===== src/rtl/pipe_stage_skid_pkg.sv =====
// Shared pipeline package: default widths and the skid-stage state encoding.
// Imported by every pipeline stage that carries a payload through a skid buffer.
package pipe_stage_skid_pkg;

   localparam int unsigned PIPE_DATA_W  = 32;
   localparam int unsigned PIPE_N_STALL = 2;
   localparam int unsigned PIPE_CNT_W   = 16;

   typedef enum logic [1:0] {
      ST_EMPTY = 2'd0,
      ST_ONE   = 2'd1,
      ST_FULL  = 2'd2
   } skid_state_e;

endpackage


===== src/rtl/pipe_stage_skid.sv =====
// Two-entry skid pipeline stage with stall, flush (irq/clr) and stall counter.
// Ports: clk, rst (sync, active high); in_valid/in_ready/in_data upstream;
// out_valid/out_ready/out_data downstream; stall[N_STALL], irq, clr control;
// stall_cnt saturating count of cycles stalled while holding data.
module pipe_stage_skid
   import pipe_stage_skid_pkg::*;
#(
   parameter int unsigned DATA_W  = PIPE_DATA_W,
   parameter int unsigned N_STALL = PIPE_N_STALL,
   parameter int unsigned CNT_W   = PIPE_CNT_W
) (
   input  logic               clk,
   input  logic               rst,
   input  logic               in_valid,
   output logic               in_ready,
   input  logic [DATA_W-1:0]  in_data,
   input  logic [N_STALL-1:0] stall,
   input  logic               irq,
   input  logic               clr,
   output logic               out_valid,
   input  logic               out_ready,
   output logic [DATA_W-1:0]  out_data,
   output logic [CNT_W-1:0]   stall_cnt
);

   skid_state_e       state_q, state_d;
   logic [DATA_W-1:0] main_q, main_d;
   logic [DATA_W-1:0] skid_q, skid_d;
   logic [CNT_W-1:0]  cnt_q, cnt_d;

   logic stall_eff;
   logic flush;
   logic push;
   logic pop;

   // irq overrides any stall source; it flushes instead.
   assign stall_eff = (|stall) && !irq;
   assign flush     = irq || clr;

   assign in_ready  = (state_q != ST_FULL) && !stall_eff;
   assign out_valid = (state_q != ST_EMPTY) && !stall_eff;
   assign out_data  = main_q;
   assign stall_cnt = cnt_q;

   assign push = in_valid && in_ready && !flush;
   assign pop  = out_valid && out_ready && !flush;

   always_comb begin
      state_d = state_q;
      main_d  = main_q;
      skid_d  = skid_q;
      if (flush) begin
         state_d = ST_EMPTY;
         main_d  = '0;
         skid_d  = '0;
      end else begin
         case (state_q)
            ST_EMPTY: begin
               if (push) begin
                  main_d  = in_data;
                  state_d = ST_ONE;
               end
            end
            ST_ONE: begin
               if (push && pop) begin
                  main_d = in_data;
               end else if (push) begin
                  skid_d  = in_data;
                  state_d = ST_FULL;
               end else if (pop) begin
                  state_d = ST_EMPTY;
               end
            end
            ST_FULL: begin
               if (pop) begin
                  main_d  = skid_q;
                  skid_d  = '0;
                  state_d = ST_ONE;
               end
            end
            default: begin
               state_d = ST_EMPTY;
               main_d  = '0;
               skid_d  = '0;
            end
         endcase
      end
   end

   // Counts stalled-while-occupied cycles; flush does not clear it.
   always_comb begin
      cnt_d = cnt_q;
      if (stall_eff && (state_q != ST_EMPTY) && (cnt_q != {CNT_W{1'b1}})) begin
         cnt_d = cnt_q + {{(CNT_W-1){1'b0}}, 1'b1};
      end
   end

   always_ff @(posedge clk) begin
      if (rst) begin
         state_q <= ST_EMPTY;
         main_q  <= '0;
         skid_q  <= '0;
         cnt_q   <= '0;
      end else begin
         state_q <= state_d;
         main_q  <= main_d;
         skid_q  <= skid_d;
         cnt_q   <= cnt_d;
      end
   end

endmodule


===== config.mk =====
export PLATFORM = sky130hd
export DESIGN_NAME = pipe_stage_skid
export DESIGN_NICKNAME = d
export VERILOG_FILES = /design/src/rtl/pipe_stage_skid_pkg.sv /design/src/rtl/pipe_stage_skid.sv
export SDC_FILE = /design/constraint.sdc
export NUM_CORES = 1
export LEC_CHECK = 0
export CAP_MARGIN = 20
export CORE_MARGIN = 3
export CORE_UTILIZATION = 46
export DETAILED_ROUTE_END_ITERATION = 12
export PLACE_DENSITY = 0.87
export SLEW_MARGIN = 10
export SYNTH_ARGS = -nofsm -noshare
export SYNTH_HDL_FRONTEND = slang
export SYNTH_SLANG_ARGS = --single-unit

===== constraint.sdc =====
create_clock -name clk -period 1.8 [get_ports clk]
set_clock_uncertainty 0.1 [all_clocks]
set_input_delay 0.36 -clock clk [delete_from_list [all_inputs] [get_ports clk]]
set_output_delay 0.36 -clock clk [all_outputs]
set_load 0.05 [all_outputs]

==> results.sh <==
export IMPL_grt_pass1_wl_um=17700
export IMPL_layout_common_cells="83 x buf_4, 70 x nand2_1, 65 x dfxtp_1"
export IMPL_maxSlewViolCount=0
export IMPL_synth_area_top_cells="dfxtp_1 39%, mux2i_1 12%, a211oi_2 8.8%, nand2_1 6.2%, nor2b_1 6.2%"
export IMPL_worstPathCellList="dlygate4sd2_1, o21ba_4, buf_4, nor2_4, buf_12"
export IMPL_drive_above_1_share_pct=32.2
export IMPL_cts_buffers=9
export IMPL_start_kind="input port"
export IMPL_dieHeight_um=102
export IMPL_cp_num_buf_inv=3
export IMPL_synth_fp_nets=499
export IMPL_area_delta_synth_final_pct=34.2
export IMPL_io_pins=90
export IMPL_utilization_pct=64.5
export IMPL_h_tree_depth=3
export IMPL_tightest_slew_ps=363
export IMPL_viasPerCell=5.56
export IMPL_cp_depth=5
export IMPL_r2r_setup_slack_ps=80
export IMPL_arrival_ps=1360
export IMPL_crit_path_end="in_ready"
export IMPL_slowest_delay_ps=330
export IMPL_grt_max_degree=27
export IMPL_route_detailed_drc=0
export IMPL_rows=34
export IMPL_synth_edf_count=0
export IMPL_die_w_um=102
export IMPL_cellPowerDensity_mw_per_mm2=610
export IMPL_violations="negative setup slack"
export IMPL_status="finished with violations"
export IMPL_tns_ps=-23.0
export IMPL_path_class="in -> out"
export IMPL_cp_max_fo=6
export IMPL_maxCapViolations=0
export IMPL_grt_util_all_layers_pct=21.3
export IMPL_drt_total_wl_um=11200
export IMPL_hold_viol=0
export IMPL_ant_nets=0
export IMPL_reg2reg_from="stall_cnt[0]"
export IMPL_nets=607
export IMPL_leakage_nw=2.03
export IMPL_place_gp_congestion=0.810
export IMPL_ir_drop_mv=0.552
export IMPL_r2r_cells=6
export IMPL_rsz0062_at_grt="true"
export IMPL_seq_area_frac_synth_pct=38.6
export IMPL_path_delay_family="buffers and inverters"
export IMPL_crit_start="irq"
export IMPL_r2r_end="stall_cnt[3]"
export IMPL_grt_ovfl_total=0
export IMPL_crit_required_ps=1340
export IMPL_ys_seq_elements=82
export IMPL_first_pass_iters=5
export IMPL_yosysWarnings=0
export IMPL_cts_sinks=82
export IMPL_hp_class="reg -> reg"
export IMPL_finalSetupViolations=1
export IMPL_cts_tree="yes"
export IMPL_diodes=0
export IMPL_initialDrtViolationCount=200
export IMPL_end_kind="output port"
export IMPL_core_area_sq_mm=0.00885
export IMPL_ctsHoldBuffers=0
export IMPL_yosys_area_top_type_share_pct=38.6
export IMPL_synth_top_cell_by_area="dfxtp_1"
export IMPL_detailed_place_hpwl_um=7940
export IMPL_netlist_area_sq_mm=0.00425
export IMPL_fin_crit_ps=1820
export IMPL_synth_distinct_cells=48
export IMPL_portBuffers=89
export IMPL_slowest_stage="dlygate4sd2_1"
export IMPL_synthFlopType="dfxtp_1"
export IMPL_cts_buffer_depth=2
export IMPL_path_clk_slew_ps=80
export IMPL_layout_commonest_cell="buf_4"
export IMPL_drt_wirelength_per_cell_um=16.5
export IMPL_ctsRootBufferMaster="clkbuf_8"
export IMPL_grt_pass1_vias=3706
export IMPL_finalCritPeriodShare_pct=101
export IMPL_clock_latency_ps=350
export IMPL_slew_headroom_pct=75.8
export IMPL_num_vias=3761
export IMPL_initial_core_util_pct=48.1
export IMPL_antenna_found_initial=0
export IMPL_finalWorstSetupSlack_ps=-23.0
export IMPL_dieArea_sq_mm=0.0104
export IMPL_ys_async_sr_fraction_pct=0
export IMPL_max_freq_mhz=549
export IMPL_syn_area_per_cell_sq_um=9.29
export IMPL_syn_instance_count=458
[how the worst min path moves through the flow]
stage	cells past startpoint	end	startpoint
detailed placement	2	skid_q[29]	skid_q[29]
floorplan	2	skid_q[15]	skid_q[15]
global route	2	skid_q[18]	skid_q[18]
global placement	2	skid_q[27]	skid_q[27]
CTS	2	skid_q[18]	skid_q[18]
finish	2	skid_q[29]	skid_q[29]
[area by class of cell]
cell class / instances / area (sq um)
clock buffers: 10 / 149
clock inverters: 4 / 51.3
fillers: 651 / 3140
inverters: 3 / 11.3
multi-input cells: 334 / 2430
flip-flops and latches: 82 / 1680
well taps: 108 / 135
repair buffers: 136 / 1250
[layer usage]
| metal | GRT usage (%) | vias up | wire length (um) |
|---|---|---|---|
| li1 | - | 1837 | - |
| met4 | 5.35 | 0 | 108 |
| met2 | 37.3 | 121 | 5580 |
| met5 | 0 | - | 0 |
| met3 | 5.53 | 13 | 726 |
| met1 | 26.1 | 1790 | 4780 |
[worst register-to-register path, cell delays in order, from the launching register on]
cell and delay, ps:
dfxtp_4 350, ha_2 210, nand3_4 130, nor3_4 60, buf_6 140, a211oi_1 280
mux2_1 350
[flip-flops by register name (all words and copies together) (netlist names)]
| signal | flops |
|---|---|
| stall_cnt | 16 |
| out_data | 32 |
| state_q | 2 |
| skid_q | 32 |
[repair_timing]
action	CTS	global route
pin swaps	2	4
resized for setup	17	16
buffers inserted	2	4
endpoints found under the setup margin	79	16
[cells by family after synthesis]
family	count (synthesis)	synth area share (%)
xor gates and xnor gates	1	0.206
and+or+nand+nor	194	24.0
adders and majority gates	1	0.294
muxes	58	13.9
DFF	82	38.6
buffers and inverters	42	6.29
AOI/OAI and AO/OA	80	16.7
[metrics by stage]
stage	cells	cell area [sq um]	hold slack [ps]	setup slack [ps]	power (mW)
after CTS	673	5640	356	-68.6	3.50
after global routing	677	5710	366	-56.6	3.60
final	677	5710	353	-23.0	3.48
after global placement	657	5380	337	-480	2.15
after floorplan	458	4310	330	4.71	2.00
after detailed placement	657	5380	344	-574	2.16
[where the power goes]
| part | internal, mW | total (mW) | leakage, nW | switching (mW) |
|---|---|---|---|---|
| clock network | 0.710 | 1.36 | 0.0993 | 0.653 |
| registers | 1.81 | 1.81 | 0.671 | 0.00296 |
| logic | 0.153 | 0.312 | 1.26 | 0.160 |
| total | 2.67 | 3.48 | 2.03 | 0.816 |
[synthesized netlist by cell type (3+ instances only)]
cell	number
a211oi_1	7
a211oi_2	30
a21oi_1	27
buf_2	10
buf_6	5
buf_8	3
clkbuf_1	12
clkbuf_4	6
dfxtp_1	82
inv_1	3
mux2_1	8
mux2i_1	50
nand2_1	70
nand2b_1	4
nand3_1	6
nand4_1	5
nor2_1	10
nor2b_1	42
nor3_1	35
o31ai_1	6
or4_1	5
No activity file was read; power rests on OpenSTA's default activity.
